## src/rtl/flag_register.sv

```systemverilog
// Registered ULA flag capture with sticky Zero/Overflow and a saturating zero-result counter.
// Zero is taken from the binary result or from the seven-segment digit bus.
module flag_register #(
  parameter int WIDTH  = 8,
  parameter int DIGITS = 3,
  parameter int CNT_W  = 8
) (
  input  logic                  clk,
  input  logic                  rst_n,
  input  logic                  load,
  input  logic                  src_sel,
  input  logic [WIDTH-1:0]      result,
  input  logic                  carry_in,
  input  logic                  ovf_in,
  input  logic [7*DIGITS-1:0]   hex_bus,
  input  logic                  clear_sticky,
  output logic                  flag_z,
  output logic                  flag_n,
  output logic                  flag_c,
  output logic                  flag_v,
  output logic                  sticky_z,
  output logic                  sticky_v,
  output logic [CNT_W-1:0]      zero_count,
  output logic                  flags_valid
);

  // Active-low segments, a = bit 0: a-f lit, g dark shows "0".
  localparam logic [6:0] SEG_ZERO = 7'b1000000;

  logic             seg_all_zero;
  logic             z_next;
  logic             n_next;
  logic             sz_base;
  logic             sv_base;
  logic [CNT_W-1:0] cnt_base;
  logic [CNT_W-1:0] cnt_next;

  always_comb begin
    seg_all_zero = 1'b1;
    for (int k = 0; k < DIGITS; k++) begin
      if (hex_bus[7*k +: 7] != SEG_ZERO) seg_all_zero = 1'b0;
    end
  end

  assign z_next = src_sel ? seg_all_zero : (result == '0);
  assign n_next = src_sel ? 1'b0 : result[WIDTH-1];

  // A clear on the same edge as a load wipes the old history before the new load accumulates.
  assign sz_base  = clear_sticky ? 1'b0 : sticky_z;
  assign sv_base  = clear_sticky ? 1'b0 : sticky_v;
  assign cnt_base = clear_sticky ? '0 : zero_count;

  always_comb begin
    cnt_next = cnt_base;
    if (z_next && (cnt_base != {CNT_W{1'b1}})) cnt_next = cnt_base + CNT_W'(1);
  end

  always_ff @(posedge clk or negedge rst_n) begin
    if (!rst_n) begin
      flag_z      <= 1'b0;
      flag_n      <= 1'b0;
      flag_c      <= 1'b0;
      flag_v      <= 1'b0;
      sticky_z    <= 1'b0;
      sticky_v    <= 1'b0;
      zero_count  <= '0;
      flags_valid <= 1'b0;
    end else if (load) begin
      flag_z      <= z_next;
      flag_n      <= n_next;
      flag_c      <= carry_in;
      flag_v      <= ovf_in;
      sticky_z    <= sz_base | z_next;
      sticky_v    <= sv_base | ovf_in;
      zero_count  <= cnt_next;
      flags_valid <= 1'b1;
    end else if (clear_sticky) begin
      sticky_z    <= 1'b0;
      sticky_v    <= 1'b0;
      zero_count  <= '0;
    end
  end

endmodule
```

## config.mk

```make
export PLATFORM = sky130hd
export DESIGN_NAME = flag_register
export DESIGN_NICKNAME = d
export VERILOG_FILES = /design/src/rtl/flag_register.sv
export SDC_FILE = /design/constraint.sdc
export NUM_CORES = 1
export LEC_CHECK = 0
export CAP_MARGIN = 20
export CORE_ASPECT_RATIO = 0.9
export CORE_MARGIN = 8
export CORE_UTILIZATION = 38
export CTS_CLUSTER_DIAMETER = 50
export DETAILED_ROUTE_END_ITERATION = 12
export PLACE_DENSITY = 0.83
export SLEW_MARGIN = 10
export SYNTH_ARGS = -nofsm -noshare
export SYNTH_HDL_FRONTEND = slang
export SYNTH_SLANG_ARGS = --single-unit
export TNS_END_PERCENT = 100
```

## constraint.sdc

```tcl
create_clock -name clk -period 3.1 [get_ports clk]
set_input_delay 0.62 -clock clk [delete_from_list [all_inputs] [get_ports clk]]
set_output_delay 0.62 -clock clk [all_outputs]
set_load 0.02 [all_outputs]
```

# After elaboration in Yosys (flattened, before gate mapping)
# Index checks and enable logic that the tools add are counted.
# classes
n_bitwise	2
reduce_logical	2
n_mux	12
eq_ne	4
n_addsub	1
# ops
cell	count
8-bit 2-to-1 mux	3
7-bit inequality test, second input constant	3
1-bit 2-to-1 mux	9
8-bit by 1-bit adder with 8-bit output, second input constant	1
8-bit zero test	1
8-bit inequality test, second input constant	1
1-bit bitwise OR	2
1-bit logical AND	1
# totals
word_cells	29
regBits	15

# Longest topological paths before layout
# Gate-level depths: netlist of the first run.
# logic_depth
ltp_word	8
depth_mapped	8
depth_no_buf	7

# Least setup slack after synthesis of the first run
# Ideal clock, no wire load.
# synth_path
path_type	in2reg
start	in clear_sticky
end	reg zero_count[1]
t_arrival_ps	2027
required_time_ps	2973
cell_stages	7
path_slack_ps	946
path_cell_list	clkbuf_1 > nor2b_1 > ha_1 > nand4b_1 > nor2_1 > o32ai_2 > mux2_1
# synth_via
elab_chain_len	5
elab_cells_between_ends	6
classes_between	add/sub (1); eq/ne (1); mux (3); reduce/logical (1)
# synth_rtl
item	line	rtl
from (decl)	16	input logic clear_sticky,
8-bit 2-to-1 mux *	-	
branches (longest 3 deep; another with 8-bit by 1-bit adder with 8-bit output)	-	
8-bit 2-to-1 mux *	68	end else if (load) begin
to (signal assigned)	75	zero_count <= cnt_next;
to (decl)	23	output logic [CNT_W-1:0] zero_count,
# Mark *: on every way between the ends.
# A chain may end at the register's enable or synchronous reset.

# Final worst setup path of the first run
# Same ends and word-level chain as after synthesis.

==> results of run 1 <==
metal layers:
layer	track usage, %	wire, µm
met5	0	0
met4	1.863	8
met3	5.805	137
met2	24.22	1326
met1	15.99	1007
area by class of cell:
| cell class | instances | area [µm²] |
|---|---|---|
| Sequential cell | 15 | 375.4 |
| Clock inverter | 1 | 5.005 |
| Timing Repair Buffer | 50 | 500.5 |
| Multi-Input combinational cell | 58 | 407.9 |
| Inverter | 6 | 22.52 |
| Tap cell | 27 | 33.78 |
| Fill cell | 185 | 734.5 |
| Clock buffer | 3 | 22.52 |
worst paths after layout:
check | end | slack (ps) | cells after the start
setup reg to reg | zero_count[1]$_DFF_PN0_ | 1220 | 6
setup / recovery | zero_count[1]$_DFF_PN0_ | 620 | 7
max in group asynchronous | flag_z$_DFFE_PN0P_ | 1960 | 1
min in group asynchronous | zero_count[1]$_DFF_PN0_ | 720 | 1
hold reg to reg | flags_valid$_DFFE_PN0P_ | 470 | 1
hold / removal | flags_valid$_DFFE_PN0P_ | 470 | 1
report_power, final:
part            total, W  switching (W)  internal (W)
clock network   0.000113      0.0000652     0.0000481
registers       0.000203     0.00000230      0.000200
logic          0.0000811      0.0000281     0.0000530
sequential cells by signal, indices dropped and copies added, names as in the netlist:
register     count
flag_n           1
zero_count       8
sticky_z         1
flag_c           1
flags_valid      1
flag_v           1
sticky_v         1
flag_z           1
worst max-delay path: cells and delay by family:
kind / cells / cell delay, ps
buf+inv: 1 / 700
simple gates: 3 / 340
mux: 1 / 360
compound gates: 1 / 370
fa+ha+maj: 1 / 250
through the flow:
stage | util (%) | instances | hold slack (ps) | total power (W)
6_report | 65.06 | 160 | 468.0 | 0.0003968
5_1_grt | 65.06 | 160 | 486.9 | 0.0004221
3_3_place_gp | 63.75 | 156 | 449.2 | 0.0002859
4_1_cts | 65.06 | 160 | 476.4 | 0.0004029
2_1_floorplan | - | 81 | 324.4 | 0.0002252
3_5_place_dp | 63.75 | 156 | 451.2 | 0.0002881
logic make-up after synthesis:
| kind of cell | count (synthesis) |
|---|---|
| and+or+nand+nor | 38 |
| xor gates and xnor gates | 7 |
| AOI/OAI and AO/OA | 10 |
| DFF | 15 |
| buffers and inverters | 8 |
| muxes | 2 |
| adders and majority gates | 1 |
placed cells by master, fill, tap and decap left out, drive strengths merged:
master,count
xnor2,5
nand3,3
inv,6
nand4,5
ha,1
clkbuf,3
a21oi,1
xor2,2
or2,1
nor3,2
mux2,2
nor2,3
o22ai,1
o32ai,1
nor4,2
dfrtp,15
nand3b,1
nand2b,1
and4b,1
o21ai,7
clkinv,1
clkdlybuf4s50,50
nor4b,4
nand2,7
nor2b,7
nand4b,1
==> PnR_summary.wiki, run 1 <==
{| class="wikitable"
! Metric !! Value
|-
| Post-route cell area || 0.001368 mm²
|-
| Most common cell in the synthesized netlist || sky130_fd_sc_hd__dfrtp_1
|-
| Sum of routed wire length over all layers || 2.480 mm
|-
| Post-synth cell types || 25
|-
| HP Class || reg2reg
|-
| Cts-stage hold buffer count || 0
|-
| Worst setup EP type || flop
|-
| Count of TritonRoute iterations in the first routing pass || 4
|-
| Area enclosed by the die boundary || around 0.0039 mm²
|-
| Area Overhead vs Synth || 68.15%
|-
| Total of endpoints with negative setup slack in the final report || 0
|-
| Global-route wire length before repair || approximately 4.2 mm
|-
| Synth async-reset ratio || 100.0%
|-
| Net count of the mapped netlist || 118
|-
| Number of cell rows || 16
|-
| Core Area || around 0.0021 mm²
|-
| Unrepaired setup endpoints after global routing || false
|-
| Largest net degree at the start of global routing || 16
|-
| Slew @ Worst Pin || 649.2 ps
|-
| Max-cap violation count || 0
|-
| Largest cells by area after synthesis || sky130_fd_sc_hd__dfrtp_1 46%, sky130_fd_sc_hd__nor4b_2 7.4%, sky130_fd_sc_hd__nor2b_1 5.4%, sky130_fd_sc_hd__xnor2_1 5.4%, sky130_fd_sc_hd__o21ai_0 4.3%
|-
| Count of port buffers added during placement || 50
|-
| Highest cell delay on the worst timing path || around 700 ps
|-
| Remaining antenna violation count after routing || 0
|-
| Count of vias placed by the detailed router || 792
|-
| Root Buffer || sky130_fd_sc_hd__clkbuf_4
|-
| Main combinational cell family by area after synthesis || simple AND/OR/NAND/NOR gates
|-
| Synth top area share || 46.15%
|-
| Worst EP required || 3280 ps
|-
| Category of the critical setup timing path || in2reg
|-
| Share of layout cells above drive strength 1 || 8.271%
|-
| Endpoints failing hold || 0
|-
| Maximum fanout along the worst path || 12
|-
| Synthesis-stage register bit count || 15
|-
| Startpoint of the most critical register-to-register path || zero_count[1]$_DFF_PN0_
|-
| Dominant synthesized flop cell || sky130_fd_sc_hd__dfrtp_1
|-
| Hpwl dp || 2.069 mm
|-
| Die height || 59.89 µm
|-
| Critical Path Source || clear_sticky
|-
| Most frequent cells after synthesis || 15 x sky130_fd_sc_hd__dfrtp_1, 7 x sky130_fd_sc_hd__nand2_1, 7 x sky130_fd_sc_hd__nor2b_1, 7 x sky130_fd_sc_hd__o21ai_0, 6 x sky130_fd_sc_hd__inv_1
|-
| Series of cell instances along the critical path || clkdlybuf4s50_1 > nor2b_1 > ha_1 > nand4b_1 > nor2_1 > o32ai_2 > mux2_1
|-
| Peak clock frequency supported by timing || around 400 MHz
|-
| Proportion of synthesized chip area in sequential cells || 46.15%
|-
| Worst-case headroom to the max-slew limit || 56.59%
|-
| Via density || 4.950
|-
| Number of synthesized flops with an enable pin || 0
|-
| Count of synthesis-stage warnings from yosys || 0
|-
| Cells after Synth || 81
|-
| Post-Place Setup Slack || 324.2 ps
|-
| Starting density of the core || between 30 and 40%
|-
| Share of the cycle needed by the critical path after routing || about four fifths
|-
| ANT cells || 0
|-
| Number of H-tree levels || 1
|-
| Multiplexer fraction of the synthesized cell area || between 2 and 3%
|-
| Total setup buffers inserted after CTS || 0
|-
| Number of antenna violations at the first check in global routing || 0
|-
| Hold Path Origin || flags_valid$_DFFE_PN0P_
|-
| Cell Area, Synth || between 800 and 900 µm²
|-
| Run status || finished clean
|-
| TNS Setup || 0 ps
|-
| Least setup slack across all paths after layout || 624.2 ps
|-
| Compound-cell area share of the yosys netlist || 7.692%
|-
| Total clock buffers created by CTS || 3
|-
| Iteration-0 DRC Markers || 26
|-
| Power density cells || 290.2 mW/mm²
|-
| Drt wl/cell || 15.50 µm
|-
| Vias in the first global route || 852
|-
| Cell Area, Placed || 0.001340 mm²
|-
| Die width || 64.77 µm
|-
| Crit path time final || 2476 ps
|-
| Fraction of the mapped netlist area in adder cells || 1.538%
|-
| Clock latency at the later pin of the worst-skew pair || approximately 290 ps
|-
| Buffer levels on the longest clock path || 2
|-
| Worst clock skew || 1.906 ps
|-
| Peak ir drop on the vdd network || 215.5 µV
|-
| DRC violations left || 0
|-
| Basic-gate share of the synthesized area counting and, or, nand and nor cells || 30.62%
|-
| Mean post-synth cell area || roughly 10 µm²
|-
| Final estimated routing congestion in global placement || between 0.8 and 0.9
|-
| Leakage || 0.5312 nW
|-
| Boundary pin count || 51
|-
| GRT Overall Usage || roughly 14%
|-
| Xor/xnor cell area share of the yosys netlist || between 7 and 8%
|-
| Clock-pin transition on the worst setup and hold timing paths || ~90 ps
|-
| CP Data Arrival Time || 2660 ps
|-
| Crit-path slowest cell || sky130_fd_sc_hd__clkdlybuf4s50_1
|-
| Synth area leader || sky130_fd_sc_hd__dfrtp_1
|-
| Nets || around 170
|-
| Aggregate global routing overflow || 0
|-
| TritonCTS Sinks || 15
|-
| Clock tree from TritonCTS || yes
|-
| Launching element type of the critical path || primary input
|-
| Slew Viols, Final || 0
|-
| Post-CTS sizing || 0
|}
(Power assumes the default switching activity.)
==> run 2: changes to the inputs <==
--- a/config.mk
+++ b/config.mk
@@ -8,10 +8,10 @@
 export CAP_MARGIN = 20
 export CORE_ASPECT_RATIO = 0.9
 export CORE_MARGIN = 8
-export CORE_UTILIZATION = 38
+export CORE_UTILIZATION = 36
 export CTS_CLUSTER_DIAMETER = 50
 export DETAILED_ROUTE_END_ITERATION = 12
-export PLACE_DENSITY = 0.83
+export PLACE_DENSITY = 0.79
 export SLEW_MARGIN = 10
 export SYNTH_ARGS = -nofsm -noshare
 export SYNTH_HDL_FRONTEND = slang
==> constraint.sdc (replaced) <==
create_clock -name clk -period 2.3 [get_ports clk]
set_input_delay 0.46 -clock clk [delete_from_list [all_inputs] [get_ports clk]]
set_output_delay 0.46 -clock clk [all_outputs]
set_load 0.02 [all_outputs]
==> run 2 against run 1 <==
Net effect:
- final cell count rose by 3.8%
- combinational power up 38%
- count of clock-buffer cells in the layout unchanged
- cell area is 3.3% higher
- clock power is 29% higher
- sequential power up 34%
- largest power group unchanged
- highest routed layer unchanged
==> PnR_summary.wiki, run 2 (synthesized netlist as in run 1, its figures left out) <==
{| class="wikitable"
! Metric !! Value
|-
| Run status || finished clean
|-
| Max-cap violation count || 0 (unchanged)
|-
| Highest cell delay on the worst timing path || 460 ps (-240 ps)
|-
| Boundary pin count || 51 (unchanged)
|-
| Buffer levels on the longest clock path || 2 (unchanged)
|-
| Number of cell rows || 16 (unchanged)
|-
| Worst setup EP type || flop
|-
| Leakage || 0.5613 nW (+5.7%)
|-
| Post-CTS sizing || 0 (unchanged)
|-
| Power density cells || 375.9 mW/mm² (+30%)
|-
| Clock latency at the later pin of the worst-skew pair || 280 ps (about the same)
|-
| Number of placed cells counting well taps || 162 (+3.8%)
|-
| Number of H-tree levels || 1 (unchanged)
|-
| Share of layout cells above drive strength 1 || 12.23% (+4.0 points)
|-
| DRC violations left || 0 (unchanged)
|-
| Top reg by flops || zero_count
|-
| Aggregate global routing overflow || 0 (unchanged)
|-
| Crit-path slowest cell || sky130_fd_sc_hd__clkdlybuf4s50_1
|-
| Total of endpoints with negative setup slack in the final report || 0 (unchanged)
|-
| Worst-case headroom to the max-slew limit || 57.09% (+0.50 points)
|-
| Final Non-Filler Cells || 166 (+3.8%)
|-
| Die height || 61.09 µm (+2.0%)
|-
| Worst EP required || 2470 ps (-810 ps)
|-
| Category of the critical setup timing path || in2reg
|-
| Count of TritonRoute iterations in the first routing pass || 4 (unchanged)
|-
| Post-route cell area || 0.001413 mm² (+3.3%)
|-
| Slew @ Worst Pin || 641.7 ps (-7.485 ps)
|-
| GRT Overall Usage || 14.07% (+0.14 points)
|-
| Count of vias placed by the detailed router || 810 (+2.3%)
|-
| Largest net degree at the start of global routing || 16 (unchanged)
|-
| Clock-pin transition on the worst setup and hold timing paths || 90 ps (about the same)
|-
| Starting density of the core || 37.62% (-1.1 points)
|-
| Final estimated routing congestion in global placement || 0.7863 (-9.7%)
|-
| Worst clock skew || 2.551 ps (+0.6444 ps)
|-
| Launching element type of the critical path || primary input
|-
| Peak ir drop on the vdd network || 367.5 µV (+71%)
|-
| Unrepaired setup endpoints after global routing || false
|-
| Endpoints failing hold || 0 (unchanged)
|-
| Area Overhead vs Synth || 73.69%
|-
| Slew Viols, Final || 0 (unchanged)
|-
| Via density || 4.880 (-1.4%)
|-
| TritonCTS Sinks || 15 (unchanged)
|-
| Max reg flops || 8 (unchanged)
|-
| Total clock buffers created by CTS || 3 (unchanged)
|-
| Core Area || 0.002162 mm² (+2.9%)
|-
| Cell Area, Placed || 0.001385 mm² (+3.4%)
|-
| Iteration-0 DRC Markers || 30 (+15%)
|-
| Root Buffer || sky130_fd_sc_hd__clkbuf_4
|-
| HP Class || reg2reg
|-
| Number of antenna violations at the first check in global routing || 0 (unchanged)
|-
| Worst hold slack || 479.9 ps (+11.88 ps)
|-
| Count of port buffers added during placement || 50 (unchanged)
|-
| Fill count || 174 (-5.9%)
|-
| Drt wl/cell || 15.90 µm (+2.6%)
|-
| Area enclosed by the die boundary || 0.004038 mm² (+4.1%)
|-
| Cts-stage hold buffer count || 0 (unchanged)
|-
| Clock tree from TritonCTS || yes
|-
| Crit path time final || between 2000 and 2500 ps
|-
| Total setup buffers inserted after CTS || 0 (unchanged)
|-
| Peak clock frequency supported by timing || 493.4 MHz
|-
| CP Data Arrival Time || 2200 ps (-460 ps)
|-
| ANT cells || 0 (unchanged)
|-
| Share of the cycle needed by the critical path after routing || 88.12%
|-
| Nets || 177 (+3.5%)
|-
| Remaining antenna violation count after routing || 0 (unchanged)
|-
| Top library cells by usage in the layout, fill and taps aside || 50 x sky130_fd_sc_hd__clkdlybuf4s50_1, 15 x sky130_fd_sc_hd__dfrtp_1, 7 x sky130_fd_sc_hd__nor2b_1, 7 x sky130_fd_sc_hd__nand2_1, 7 x sky130_fd_sc_hd__o21ai_0
|-
| Hpwl dp || 2.244 mm (+8.5%)
|-
| Global-route wire length before repair || 4.422 mm (+6.5%)
|-
| Maximum fanout along the worst path || 5 (-7)
|-
| Vias in the first global route || 904 (+6.1%)
|-
| Series of cell instances along the critical path || clkdlybuf4s50_1 > nor2b_1 > ha_1 > nand4b_1 > o21ai_0 > o32ai_2 > mux2_1
|-
| Commonest non-fill, non-tap cell in the layout || sky130_fd_sc_hd__clkdlybuf4s50_1
|-
| Die width || 66.10 µm (+2.1%)
|-
| Sum of routed wire length over all layers || 2.639 mm (+6.4%)
|}
run 2: area by class of cell:
type	count	area (µm²)	share of cell area, %
clock buffer	3	22.52	1.594
tap	27	33.78	2.392
sequential	15	375.4	26.57
clock inverter	1	5.005	0.3543
timing repair buffer	56	545.5	38.62
multi-input combinational	58	407.9	28.88
inverter	6	22.52	1.594
run 2: through the flow:
step	util, %	setup TNS [ps]	power, W	setup WS [ps]
5_1_grt	65.34	0	0.0005588	175.0
6_report	65.34	0	0.0005310	273.2
4_1_cts	65.34	0	0.0005374	267.8
3_5_place_dp	64.06	-50.94	0.0003909	-35.48
2_1_floorplan	-	0	0.0003035	305.8
3_3_place_gp	64.06	0	0.0003887	28.85
run 2: critical path, delay by kind of cell:
kind | cells | cell delay [ps]
adders and majority gates | 1 | 220
and+or+nand+nor | 2 | 360
AOI/OAI and AO/OA | 2 | 370
buffers and inverters | 1 | 460
muxes | 1 | 330
run 2: worst paths after layout:
check	startpoint	endpoint	slack (ps)	depth (start not counted)
max	clear_sticky	zero_count[1]$_DFF_PN0_	270	7
min	flags_valid$_DFFE_PN0P_	flags_valid$_DFFE_PN0P_	480	1
max reg2reg	zero_count[0]$_DFF_PN0_	zero_count[1]$_DFF_PN0_	490	6
min reg2reg	flags_valid$_DFFE_PN0P_	flags_valid$_DFFE_PN0P_	480	1
max in group asynchronous	rst_n	zero_count[2]$_DFF_PN0_	1320	1
min in group asynchronous	rst_n	flag_n$_DFFE_PN0P_	570	1
run 2: layer usage:
metal  share of wire, %  vias to the layer above  global-route usage (%)  wire, µm
met5                  0                        -                       0         0
met4               0.19                        0                   2.432         5
met3                6.9                        2                   4.727       183
met2                 51                       24                   26.13      1339
met1                 42                      381                   15.38      1112
li1                   -                      403                       -         -
run 2: power breakdown:
group | internal, W | switching [W] | total [W]
Clock | 0.0000646 | 0.0000815 | 0.000146
Combinational | 0.0000736 | 0.0000382 | 0.000112
Sequential | 0.000270 | 0.00000322 | 0.000273
==> run 3: changes to the inputs <==
--- a/config.mk
+++ b/config.mk
@@ -12,7 +12,7 @@
 export CTS_CLUSTER_DIAMETER = 50
 export DETAILED_ROUTE_END_ITERATION = 12
 export PLACE_DENSITY = 0.79
-export SLEW_MARGIN = 10
+export SLEW_MARGIN = 20
 export SYNTH_ARGS = -nofsm -noshare
 export SYNTH_HDL_FRONTEND = slang
 export SYNTH_SLANG_ARGS = --single-unit
==> results of run 3 <==
No change in the layout: final DEF, timing and power equal those of run 2.
